## config.mk

```make
export PLATFORM = sky130hd
export DESIGN_NAME = miner_dispatch_ctrl
export DESIGN_NICKNAME = d
export VERILOG_FILES = /design/src/rtl/miner_dispatch_ctrl.sv
export SDC_FILE = /design/constraint.sdc
export NUM_CORES = 1
export LEC_CHECK = 0
export BUFFER_PORTS_ARGS = -buffer_cell sky130_fd_sc_hd__buf_4
export CORE_ASPECT_RATIO = 1.25
export CORE_MARGIN = 4
export CORE_UTILIZATION = 45
export CTS_CLUSTER_DIAMETER = 60
export DETAILED_ROUTE_END_ITERATION = 16
export PLACE_DENSITY_LB_ADDON = 0.3
export SLEW_MARGIN = 15
export SYNTH_ARGS = -nofsm -noshare
export SYNTH_HDL_FRONTEND = slang
export SYNTH_SLANG_ARGS = --single-unit
```

## constraint.sdc

```tcl
create_clock -name clk -period 9.7 [get_ports clk]
set_input_delay 1.94 -clock clk [delete_from_list [all_inputs] [get_ports clk]]
set_output_delay 1.94 -clock clk [all_outputs]
set_load 0.02 [all_outputs]
```

## src/rtl/miner_dispatch_ctrl.sv

```systemverilog
// Multi-core nonce dispatcher: hands out consecutive nonces to NUM_CORES hash cores per round
// and reports the lowest winning nonce. Optional watchdog enabled by `define MINER_WATCHDOG_EN.

module miner_dispatch_lane #(
  parameter int NW  = 32,
  parameter int IDX = 0
) (
  input  logic [NW-1:0] base,
  input  logic [NW-1:0] end_n,
  input  logic          active,
  input  logic          core_done,
  input  logic          core_hit,
  output logic [NW-1:0] nonce,
  output logic          act_nxt,
  output logic          new_done,
  output logic          new_hit
);
  logic [NW:0] sum;

  // One extra bit so ranges ending at all-ones never wrap back into the range.
  assign sum      = {1'b0, base} + (NW+1)'(IDX);
  assign nonce    = sum[NW-1:0];
  assign act_nxt  = sum <= {1'b0, end_n};
  assign new_done = active & core_done;
  assign new_hit  = active & core_done & core_hit;
endmodule

module miner_dispatch_ctrl #(
  parameter int NUM_CORES      = 4,
  parameter int NONCE_WIDTH    = 32,
  parameter int TIMEOUT_CYCLES = 1024
) (
  input  logic                             clk,
  input  logic                             n_rst,
  input  logic                             data_ready,
  input  logic [NONCE_WIDTH-1:0]           nonce_start,
  input  logic [NONCE_WIDTH-1:0]           nonce_end,
  input  logic                             abort,
  input  logic [NUM_CORES-1:0]             core_done,
  input  logic [NUM_CORES-1:0]             core_hit,
  input  logic                             result_ack,
  output logic [NUM_CORES-1:0]             hash_enable,
  output logic [NUM_CORES*NONCE_WIDTH-1:0] core_nonce,
  output logic                             busy,
  output logic                             result_valid,
  output logic                             found,
  output logic [NONCE_WIDTH-1:0]           found_nonce,
  output logic                             timeout_err
);
  localparam int NW = NONCE_WIDTH;
  localparam logic [NW:0] NC_W = (NW+1)'(NUM_CORES);

  typedef enum logic [2:0] {IDLE, DISPATCH, WAIT, CHECK, REPORT} state_t;
  typedef struct packed {
    logic          found;
    logic [NW-1:0] nonce;
  } res_t;

  state_t                          state_q, state_d;
  logic [NW-1:0]                   base_q, base_d, end_q, end_d;
  logic [NUM_CORES-1:0]            act_q, act_d, done_q, done_d, hit_q, hit_d;
  logic [NUM_CORES-1:0][NW-1:0]    nonce_q, nonce_d;
  res_t                            res_q, res_d;

  logic [NUM_CORES-1:0][NW-1:0]    lane_nonce;
  logic [NUM_CORES-1:0]            lane_act, lane_done, lane_hit;
  logic                            last_round;
  logic [NW-1:0]                   win_nonce;

  generate
    for (genvar i = 0; i < NUM_CORES; i++) begin : g_lane
      miner_dispatch_lane #(.NW(NW), .IDX(i)) u_lane (
        .base     (base_d),
        .end_n    (end_d),
        .active   (act_q[i]),
        .core_done(core_done[i]),
        .core_hit (core_hit[i]),
        .nonce    (lane_nonce[i]),
        .act_nxt  (lane_act[i]),
        .new_done (lane_done[i]),
        .new_hit  (lane_hit[i])
      );
    end
  endgenerate

  assign last_round = ({1'b0, base_q} + NC_W) > {1'b0, end_q};

  // Held core nonces are base+i, so the lowest hit lane's nonce is the winner.
  always_comb begin
    win_nonce = '0;
    for (int i = NUM_CORES-1; i >= 0; i--)
      if (hit_q[i]) win_nonce = nonce_q[i];
  end

`ifdef MINER_WATCHDOG_EN
  localparam int WDW = $clog2(TIMEOUT_CYCLES+1);
  logic [WDW-1:0] wdog_q, wdog_d;
  logic           tmo_q, tmo_d;
`else
  logic unused_timeout;
  assign unused_timeout = (TIMEOUT_CYCLES != 0);
`endif

  // Range mux kept apart from the FSM so the lanes see next-round base without a loop.
  always_comb begin
    base_d = base_q;
    end_d  = end_q;
    if (!abort) begin
      if (data_ready && state_q != REPORT) begin
        base_d = nonce_start;
        end_d  = nonce_end;
      end else if (state_q == CHECK && hit_q == '0 && !last_round) begin
        base_d = base_q + NW'(NUM_CORES);
      end
    end
  end

  always_comb begin
    state_d = state_q;
    act_d   = act_q;
    nonce_d = nonce_q;
    done_d  = done_q;
    hit_d   = hit_q;
    res_d   = res_q;
`ifdef MINER_WATCHDOG_EN
    wdog_d  = wdog_q;
    tmo_d   = tmo_q;
`endif
    if (abort) begin
      if (state_q != IDLE) begin
        state_d = IDLE;
        act_d   = '0;
        done_d  = '0;
        hit_d   = '0;
        res_d   = '0;
`ifdef MINER_WATCHDOG_EN
        tmo_d   = 1'b0;
`endif
      end
    end else if (data_ready && state_q != REPORT) begin
      state_d = (state_q == IDLE && nonce_start > nonce_end) ? REPORT : DISPATCH;
      res_d   = '0;
    end else begin
      case (state_q)
        DISPATCH: begin
          done_d  = '0;
          hit_d   = '0;
          state_d = WAIT;
`ifdef MINER_WATCHDOG_EN
          wdog_d  = '0;
`endif
        end
        WAIT: begin
          done_d = done_q | lane_done;
          hit_d  = hit_q | lane_hit;
`ifdef MINER_WATCHDOG_EN
          wdog_d = wdog_q + 1'b1;
`endif
          if (done_d == act_q) begin
            state_d = CHECK;
          end
`ifdef MINER_WATCHDOG_EN
          // Fires on the TIMEOUT_CYCLES-th WAIT cycle; partial hits are dropped.
          else if (wdog_q == WDW'(TIMEOUT_CYCLES-1)) begin
            state_d = REPORT;
            hit_d   = '0;
            res_d   = '0;
            tmo_d   = 1'b1;
          end
`endif
        end
        CHECK: begin
          if (hit_q != '0) begin
            res_d.found = 1'b1;
            res_d.nonce = win_nonce;
            state_d     = REPORT;
          end else if (last_round) begin
            state_d = REPORT;
          end else begin
            state_d = DISPATCH;
          end
        end
        REPORT: begin
          if (result_ack) begin
            res_d   = '0;
            state_d = IDLE;
`ifdef MINER_WATCHDOG_EN
            tmo_d   = 1'b0;
`endif
          end
        end
        default: ;
      endcase
    end
    if (state_d == DISPATCH) begin
      act_d   = lane_act;
      nonce_d = lane_nonce;
      done_d  = '0;
      hit_d   = '0;
    end
  end

  always_ff @(posedge clk or negedge n_rst) begin
    if (!n_rst) begin
      state_q <= IDLE;
      base_q  <= '0;
      end_q   <= '0;
      act_q   <= '0;
      done_q  <= '0;
      hit_q   <= '0;
      nonce_q <= '0;
      res_q   <= '0;
    end else begin
      state_q <= state_d;
      base_q  <= base_d;
      end_q   <= end_d;
      act_q   <= act_d;
      done_q  <= done_d;
      hit_q   <= hit_d;
      nonce_q <= nonce_d;
      res_q   <= res_d;
    end
  end

`ifdef MINER_WATCHDOG_EN
  always_ff @(posedge clk or negedge n_rst) begin
    if (!n_rst) begin
      wdog_q <= '0;
      tmo_q  <= 1'b0;
    end else begin
      wdog_q <= wdog_d;
      tmo_q  <= tmo_d;
    end
  end
  assign timeout_err = tmo_q;
`else
  assign timeout_err = 1'b0;
`endif

  assign busy         = (state_q != IDLE);
  assign result_valid = (state_q == REPORT);
  assign hash_enable  = (state_q == DISPATCH) ? act_q : '0;
  assign core_nonce   = nonce_q;
  assign found        = res_q.found;
  assign found_nonce  = res_q.nonce;
endmodule
```

After elaboration in Yosys (flattened, before gate mapping)
Index checks and enable logic that the tools add are counted.

storage, ports and cells
  output and inout bits = 168
  register bits = 240
  bits of input ports = 77

operators by class
  reduce and logical (&&, ||, !) cells = 16
  add/sub/neg operators = 5
  equal/unequal tests = 12
  $lt $le $gt $ge = 6
  bitwise gates (word level) = 10
  muxes and demuxes = 36

operator list
  operator                 number
  $mux W32                 9
  $mux W33                 5
  $le A33 B32 Y1           3
  $add A32 B2 Y33 const B  2
  $pmux W33 S2             1
  $mux W4                  10
  $add A32 B1 Y33 const B  1
  $add A32 B3 Y33 const B  1
  $gt A33 B32 Y1           1
  $add A32 B3 Y32 const B  1
  $gt A32 B32 Y1           1
  $le A32 B32 Y1           1
  $mux W3                  8
  $pmux W4 S2              2
  $pmux W3 S4              1
  $reduce_bool A4 Y1       3
  $and A1 B1 Y1            8
  $ne A4 B3 Y1 const B     2
  $or A4 B4 Y4             2
  $eq A3 B1 Y1 const B     2
  $eq A3 B2 Y1 const B     2
  $eq A4 B4 Y1             1
  $logic_and A1 B1 Y1      4
  $logic_not A4 Y1         1
  12 further kinds         13

Logic depth before layout (Yosys ltp)
Gate-level depths: netlist of run 1.

  depth after elaboration = 10
  gate-level depth with buffers = 35

Cells and area by module
A second synthesis of run 1 with hierarchy kept.

unflattened totals
  cell total of the unflattened synthesis = 2011
  area, all modules = 18195.0 um^2

by module, submodules not included
  module                                  seq. area each (um^2)  instances  area an instance (um^2)  cells each
  miner_dispatch_ctrl                     6005.8                 1          12907.4                  1252
  miner_dispatch_lane (g_lane[1].u_lane)  0.0                    1          1421.4                   205
  miner_dispatch_lane (g_lane[3].u_lane)  0.0                    1          1398.8                   203
  miner_dispatch_lane (g_lane[2].u_lane)  0.0                    1          1390.1                   202
  miner_dispatch_lane (g_lane[0].u_lane)  0.0                    1          1077.3                   149

Least setup slack after synthesis of run 1
No wires, ideal clock.

  path kind = reg2reg
  start point = reg base_q[4]
  end point = reg act_q[3]
  arrival = 6.606 ns
  setup slack = 3.007 ns
  cell stages (with the launch flop) = 33
  clock period less this slack = 6.693 ns
  required time = 9.613 ns
  path through = dfrtp_1 clkbuf_1 nand4_1 nor4_1 and3_1 xor2_1 ha_1 a211oi_1 o21ai_0 a22oi_1 nand2_1 o31ai_4 o21ai_2 a221oi_1 inv_2 ha_1 a21oi_1 or3_1 clkbuf_1 nor2_2 xnor2_1 ha_1 a21o_1 a21o_1 a21oi_1 nor2b_1 o21ai_0 nand2b_1 a21oi_1 nor2b_1 o31ai_1 a211oi_1 a211oi_2

between the ends
  cells in the longest elaborated chain, start to end = 10
  elaborated cells between the ends (all ways) = 20
  those cells by class = add/sub (3); order compare (2); eq/ne (1); mux (9); reduce/logical (5)

RTL lines
  item                           line  source
  start: declaration             60    logic [NW-1:0] base_q, base_d, end_q, end_d;
  start signal: assignment       215   base_q <= base_d;
  $add A32 B3 Y33                86    assign last_round = ({1'b0, base_q} + NC_W) > {1'b0, end_q};
  $gt A33 B32 Y1                 86
  $logic_not A1 Y1               112   end else if (state_q == CHECK && hit_q == '0 && !last_round) begin
  $logic_and A1 B1 Y1            112
  $mux W32                       112
  $mux W32                       109   if (data_ready && state_q != REPORT) begin
  $mux W32                       108   if (!abort) begin
  net base_d[2]                  60
  $add A32 B2 Y33                21    assign sum = {1'b0, base} + (NW+1)'(IDX);
  net g_lane[3].u_lane.nonce[9]  13    output logic [NW-1:0] nonce,
  $le A33 B32 Y1                 23    assign act_nxt = sum <= {1'b0, end_n};
  $mux W4                        195   if (state_d == DISPATCH) begin
  end signal: assignment         217   act_q <= act_d;
  end: declaration               61    logic [NUM_CORES-1:0] act_q, act_d, done_q, done_d, hit_q, hit_d;

The timed path passes the listed nets, and every way through them passes these cells.
A chain may end at the register's enable or synchronous reset.

Worst setup path after layout of run 1
Ends and elaborated chain as after synthesis.

==> out/qor.csv, run 1 <==
stage;metric;value;unit
timing;setup ws final;1.159;ns
timing;Worst-Margin Slew;1.126;ns
clocking;Clock Latency Late Sink;0.59;ns
worst_setup_path;CP endpoint kind;register;
worst_setup_path;crit path launch;base_q[4];
timing;RSZ-0062 raised after global routing;no;
global_routing;global route overflow;0;
die;die area;43860;µm²
status;status;finished, final reports clean;
synth;Cells after Synth;2058;
pwr;PwrDens;200.3;nW/µm²
synth;Area contributors post-synth;dfrtp_1, ha_1, xnor2_1, nand2_1, nor2_1;
run;total of max-cap violations;0;
clocking;Root Buffer;clkbuf_16;
synth;number of synthesized flops with an enable pin;0;
die;Core Region;40120;µm²
synth;Mapped Area;18250;µm²
clocking;Setup Fix Bufs, Post-CTS;0;
worst_setup_path;Req. time, crit path;10.20;ns
clocking;Sink Count;238;
layout;synthesis-to-finish area growth;19.09;%
synth;synth cell count leaders;dfrtp_1, ha_1, nand2_1;
worst_setup_path;Setup CP Type;reg -> reg;
global_routing;met1 usage;41.56;%
clocking;Num CTS Buffers;29;
timing;crit path time final;8.541;ns
layout;number of nets in the layout;2548;
place;DPL Wire Length;54700;µm
global_routing;M2 GR Usage;51.17;%
synth;syn nets;2330;
synth;Seq/Total Area, Yosys;32.63;%
clocking;TritonCTS clock tree;done;
die;floorplan row count;82;
global_routing;gr busiest metal;met2;
hold_path;worst hold path type;reg -> reg;
clocking;Hold-fix buffers, CTS;0;
route;Pre-antenna DRT Iters;7;
die;io pins;245;
global_routing;largest net degree at the start of global routing;107;
pwr;VDD IR-drop max;0.1231;mV
timing;relative max-transition margin;24.79;%
route;Starting DRT DRC Count;1772;
global_routing;vias in the first global route;17380;
worst_setup_path;CP Max Fanout;15;
synth;post-synthesis register bit count;238;
synth;Cell variety after synth;95;
timing;Final setup viols;0;
place;port bufs;243;
timing;Clock Skew;0.01766;ns
timing;fin crit share;88.05;%
die;Die W;188.1;µm
hold_path;Hold Path Depth;1;
timing;Final TNS setup;0;ns
clocking;PostCTS Resize Cnt;0;
synth;top-count cell post-synth;dfrtp_1;
worst_setup_path;Worst Path Arrival;9.04;ns
worst_setup_path;CP Launch Type;register;
layout;Multi-input gate area;11260;µm²
die;die height;233.2;µm
route;DRT antenna net count;0;
place;RD Place Congestion;1.027;
global_routing;Total GRT Usage;31.26;%
clocking;H-tree Lvls;1;
global_routing;global-route wire length before repair;106900;µm
synth;area share of the largest cell type after synthesis;32.63;%
layout;register area;5956;µm²
synth;Ys Warns;0;
global_routing;antenna violations before repair;0;
layout;number of diodes;0;
worst_setup_path;Critical Path Slowest Stage Cell;nor2_2;
timing;FMAX;0.1171;GHz
clocking;clk buf depth;3;
synth;post-synth top area cell;dfrtp_1;
route;DRC violations left;0;
synth;post-synthesis async set-or-reset flop share;100.0;%
worst_setup_path;worst reg2reg path startpoint;base_q[4];
synth;syn avg cell area;8.868;µm²
place;DP Worst Slack;1.191;ns
die;initial cell density of the core;45.49;%
synth;Synth Flop Type;dfrtp_1;
clocking;Clock transition at path regs;0.07;ns
hold_path;hold_sp;found;
route;Via density;6.155;
pwr;leakage;10.17;nW
timing;final hold vios;0;
global_routing;GR Util met3;5.800;%
layout;FILL cells;3716;
worst_setup_path;CP peak stage delay;0.67;ns
layout;ratio of cells with drive above 1 in the final layout;20.49;%
worst_setup_path;Reg2Reg Depth;33;
timing;Slew Limit Fails;0;
route;DR vias;17511;
route;Routed WL;71120;µm
route;drt wl/cell;25.00;µm
pwr;Final Power;4.352;mW
[placed cells by master (no fill, tap or decap), types with 7 or more instances in the layout]
| master | n |
|---|---|
| a221oi_1 | 9 |
| mux2_2 | 37 |
| nor2_1 | 156 |
| nor2b_1 | 11 |
| a31oi_1 | 19 |
| and4_1 | 11 |
| o211ai_1 | 11 |
| xnor2_1 | 102 |
| dfrtp_1 | 238 |
| nor3_1 | 57 |
| clkbuf_16 | 29 |
| o21ai_0 | 60 |
| o21a_1 | 15 |
| nor3_2 | 8 |
| o22ai_1 | 37 |
| inv_2 | 11 |
| nand4_1 | 65 |
| or3_1 | 13 |
| inv_1 | 134 |
| buf_4 | 298 |
| a22o_1 | 36 |
| nand4b_1 | 7 |
| a211oi_1 | 11 |
| nand2_1 | 194 |
| a211o_1 | 7 |
| nor4_4 | 9 |
| and3_1 | 24 |
| a21o_1 | 64 |
| a22oi_1 | 47 |
| or4_1 | 8 |
| nor4_1 | 19 |
| nand2b_1 | 9 |
| nand3_1 | 59 |
| xor2_1 | 9 |
| a221o_1 | 8 |
| ha_1 | 195 |
| a21oi_1 | 119 |
[flip-flops by register name, summed over array words and instances, names as in the netlist, 3 cells and up]
signal and cells:
base_q 32, act_q 4, done_q 4, hit_q 4, found_nonce 32, end_q 32, state_q 3, core_nonce 126
[final timing paths]
| path | slack [ns] | endpoint |
|---|---|---|
| worst max-delay path | 1.16 | act_q[3] |
| worst min-delay path | 0.48 | found |
| worst max register to register | 1.16 | act_q[3] |
| worst min register to register | 0.48 | found |
| max in group asynchronous | 6.74 | core_nonce[9] |
| min in group asynchronous | 1.43 | end_q[7] |
[final cells by class]
class | instances | area share, %
Sequential cell | 238 | 27.40
Timing Repair Buffer | 300 | 10.45
Multi-Input combinational cell | 1556 | 51.79
Inverter | 151 | 2.614
Tap cell | 546 | 3.143
Clock buffer | 40 | 3.805
Clock inverter | 14 | 0.7887
[routing by layer]
metal	part of all wire, %	vias up	wire length [µm]
met3	8.7	149	6215
met5	0	-	0
li1	-	7930	-
met1	41	8509	29370
met4	4.0	0	2854
met2	46	923	32680
[worst max-delay path: cells and delay by family (launching register included)]
family	cells	cell delay, ns
AOI/OAI and AO/OA	11	1.93
buffers and inverters	3	0.65
adders and majority gates	3	0.93
xor gates and xnor gates	2	0.39
DFF	1	0.51
and+or+nand+nor	14	4.03
[where the power goes]
group / leakage, nW / internal (mW) / switching (mW)
combinational: 6.77 / 0.717 / 1.09
clock: 0.483 / 0.660 / 0.486
sequential: 2.92 / 1.19 / 0.216
total: 10.2 / 2.56 / 1.79
[through the flow]
step | util [%] | instances | hold WS, ns | instance area [µm²]
2_1_floorplan | - | 2058 | 0.4836 | 18250
3_3_place_gp | 51.68 | 2791 | 0.4657 | 20730
3_5_place_dp | 51.68 | 2791 | 0.4680 | 20730
4_1_cts | 54.17 | 2845 | 0.4818 | 21730
5_1_grt | 54.18 | 2845 | 0.4838 | 21730
6_report | 54.18 | 2845 | 0.4790 | 21730
[logic make-up after synthesis]
kind of cell | after synthesis | synth area share (%)
other cells | 1 | 0.02055
mux | 45 | 2.736
buf+inv | 264 | 5.876
flops | 238 | 32.63
compound gates | 511 | 20.01
fa+ha+maj | 196 | 13.42
xor+xnor | 112 | 5.416
simple gates | 691 | 19.89
Power figures use the tool's default switching activity.
==> inputs of run 2 (changes only) <==
ABC_AREA = 1   (was default)
==> run 2 against run 1 <==
- via count grew 8.1%
- largest cell class unchanged
- largest power group unchanged
- utilization is 0.43 points lower
- global-route usage rose by 2.3 points
- combinational power is 30% higher
- first-iteration DRC count fell by 11%
- critical path depth increased by 14
- non-clock buffer count fell by 15
- sequential share of layout area is 0.53 points lower
- clock-buffer cell count rose by 2
==> out/qor.csv, run 2 <==
stage;metric;value;unit
route;DR vias;18926;
worst_setup_path;Worst Path Arrival;8.85;ns
clocking;Hold-fix buffers, CTS;0;
worst_setup_path;CP Launch Type;register;
layout;final instance area;22160;µm²
route;Starting DRT DRC Count;1575;
timing;Hold Slack;0.4839;ns
synth;Mapped Area;18790;µm²
die;die height;236.5;µm
timing;relative max-transition margin;21.85;%
layout;most frequent cells in the layout;nand2_1, inv_1, buf_4;
layout;ratio of cells with drive above 1 in the final layout;17.60;%
place;port bufs;243;
place;Cell Area, Placed;21240;µm²
synth;Cells after Synth;2545;
hold_path;Hold Path Depth;2;
status;status;finished, final reports clean;
synth;area share of the largest cell type after synthesis;31.70;%
synth;Ys Warns;0;
synth;Seq/Total Area, Yosys;31.70;%
global_routing;antenna violations before repair;1;
global_routing;largest net degree at the start of global routing;143;
synth;syn avg cell area;7.383;µm²
worst_setup_path;Critical Path Slowest Stage Cell;nand2_2;
timing;fin crit share;86.25;%
timing;Clock Skew;0.02492;ns
clocking;Sink Count;238;
synth;post-synthesis async set-or-reset flop share;100.0;%
pwr;Final Power;4.958;mW
timing;Worst-Margin Slew;1.160;ns
die;Die W;190.8;µm
die;floorplan row count;83;
route;DRC violations left;0;
hold_path;worst hold path type;reg -> reg;
worst_setup_path;Setup CP Type;reg -> reg;
layout;FILL cells;3985;
die;io pins;245;
route;top layer in use;met4;
synth;synth cell count leaders;nand2_1, inv_1, dfrtp_1;
global_routing;Total GRT Usage;33.55;%
synth;Area contributors post-synth;dfrtp_1, nand2_1, ha_1, inv_1, nand3_1;
pwr;leakage;11.26;nW
run;total of max-cap violations;0;
clocking;PostCTS Resize Cnt;0;
worst_setup_path;reg2reg end;act_q[1];
global_routing;vias in the first global route;18715;
pwr;PwrDens;223.7;nW/µm²
layout;number of diodes;0;
place;RD Place Congestion;1.037;
synth;Cell variety after synth;56;
route;Met2 Wirelength;36620;µm
layout;register area;5956;µm²
clocking;Clock transition at path regs;0.07;ns
timing;crit path time final;8.366;ns
worst_setup_path;Req. time, crit path;10.18;ns
timing;final hold vios;0;
timing;Final setup viols;0;
synth;syn nets;2817;
clocking;TritonCTS clock tree;done;
synth;top-count cell post-synth;nand2_1;
route;drt wl/cell;23.01;µm
timing;Final TNS setup;0;ns
worst_setup_path;crit path launch;base_q[12];
die;initial cell density of the core;45.57;%
synth;post-synth top area cell;dfrtp_1;
global_routing;global route overflow;0;
worst_setup_path;CP peak stage delay;0.60;ns
place;DPL Wire Length;62710;µm
global_routing;global-route wire length before repair;115700;µm
worst_setup_path;Reg2Reg Depth;47;
clocking;Clock Latency Late Sink;0.60;ns
hold_path;hold_sp;found_nonce[28];
worst_setup_path;worst reg2reg path startpoint;base_q[12];
clocking;clk buf depth;3;
timing;FMAX;0.1195;GHz
timing;RSZ-0062 raised after global routing;no;
clocking;Setup Fix Bufs, Post-CTS;0;
layout;number of nets in the layout;3046;
layout;synthesis-to-finish area growth;17.94;%
worst_setup_path;Worst R2R Setup Slack;1.33;ns
route;met3 WL;4802;µm
worst_setup_path;CP endpoint kind;register;
clocking;Root Buffer;clkbuf_16;
worst_setup_path;Worst Setup EP;act_q[1];
layout;commonest non-fill, non-tap cell in the layout;nand2_1;
synth;post-synthesis register bit count;238;
route;Pre-antenna DRT Iters;6;
clocking;H-tree Lvls;1;
worst_setup_path;cell mode on critical path;nand2_1;
route;WL met1;32500;µm
route;Routed WL;77030;µm
layout;max reg flops;126;
synth;Synth Flop Type;dfrtp_1;
pwr;VDD IR-drop max;0.1970;mV
layout;Multi-input gate area;11280;µm²
synth;number of synthesized flops with an enable pin;0;
timing;Slew Limit Fails;0;
clocking;Num CTS Buffers;28;
die;Core Region;41230;µm²
route;DRT antenna net count;0;
route;Via density;5.653;
worst_setup_path;CP Max Fanout;29;
die;die area;45110;µm²
run 2: cell types whose count changed after synthesis, sizes merged, moves of 33 or more:
| cell | delta |
|---|---|
| a21o | -57 |
| a22o | -36 |
| a22oi | -47 |
| and2 | +33 |
| inv | +156 |
| mux2 | -39 |
| nand2 | +533 |
| nand3 | +141 |
| nor2 | +50 |
| nor3 | -42 |
| o21ai | +92 |
| xnor2 | -99 |
| xor2 | +53 |
run 2: area by class of cell:
class | count | share of cell area, %
multi-input cells | 1918 | 50.92
repair buffers | 285 | 9.802
inverters | 303 | 5.132
clock buffers | 42 | 3.625
flip-flops and latches | 238 | 26.88
well taps | 552 | 3.117
clock inverters | 10 | 0.5307
run 2: kinds of logic after synthesis:
kind of cell,synth area share [%]
xor gates and xnor gates,3.196
DFF,31.70
other,0.01996
and+or+nand+nor,32.00
adders and majority gates,12.99
AOI/OAI and AO/OA,11.77
buffers and inverters,8.337
run 2: per-layer routing:
metal / global-route usage (%) / up-vias
met5: 0 / -
met4: 11.37 / 0
met1: 46.02 / 9137
li1: - / 8861
met3: 3.273 / 140
met2: 55.70 / 788
run 2: critical path, delay by kind of cell, from the launching register on:
kind / cells / cell delay [ns]
DFF: 1 / 0.42
adders and majority gates: 3 / 0.83
buffers and inverters: 5 / 0.57
and+or+nand+nor: 33 / 5.32
xor gates and xnor gates: 1 / 0.13
AOI/OAI and AO/OA: 5 / 0.93
run 2: how the worst min path moves through the flow:
stage / slack (ns) / endpoint
floorplan: 0.49 / end_q[0]
global placement: 0.47 / found
detailed placement: 0.47 / found_nonce[28]
CTS: 0.49 / found_nonce[28]
global route: 0.52 / found_nonce[28]
finish: 0.48 / found_nonce[28]
run 2: report_power, final:
part           switching, mW  total (mW)  internal, mW
sequential             0.275        1.53          1.26
clock                  0.461        1.06         0.604
combinational           1.55        2.36         0.812
run 2: per-stage QoR:
stage	utilization, %	instances	setup slack (ns)
6_report	53.75	3348	1.334
5_1_grt	53.75	3348	0.8134
3_3_place_gp	51.52	3296	1.541
3_5_place_dp	51.52	3296	1.448
2_1_floorplan	-	2545	4.163
4_1_cts	53.75	3348	1.408
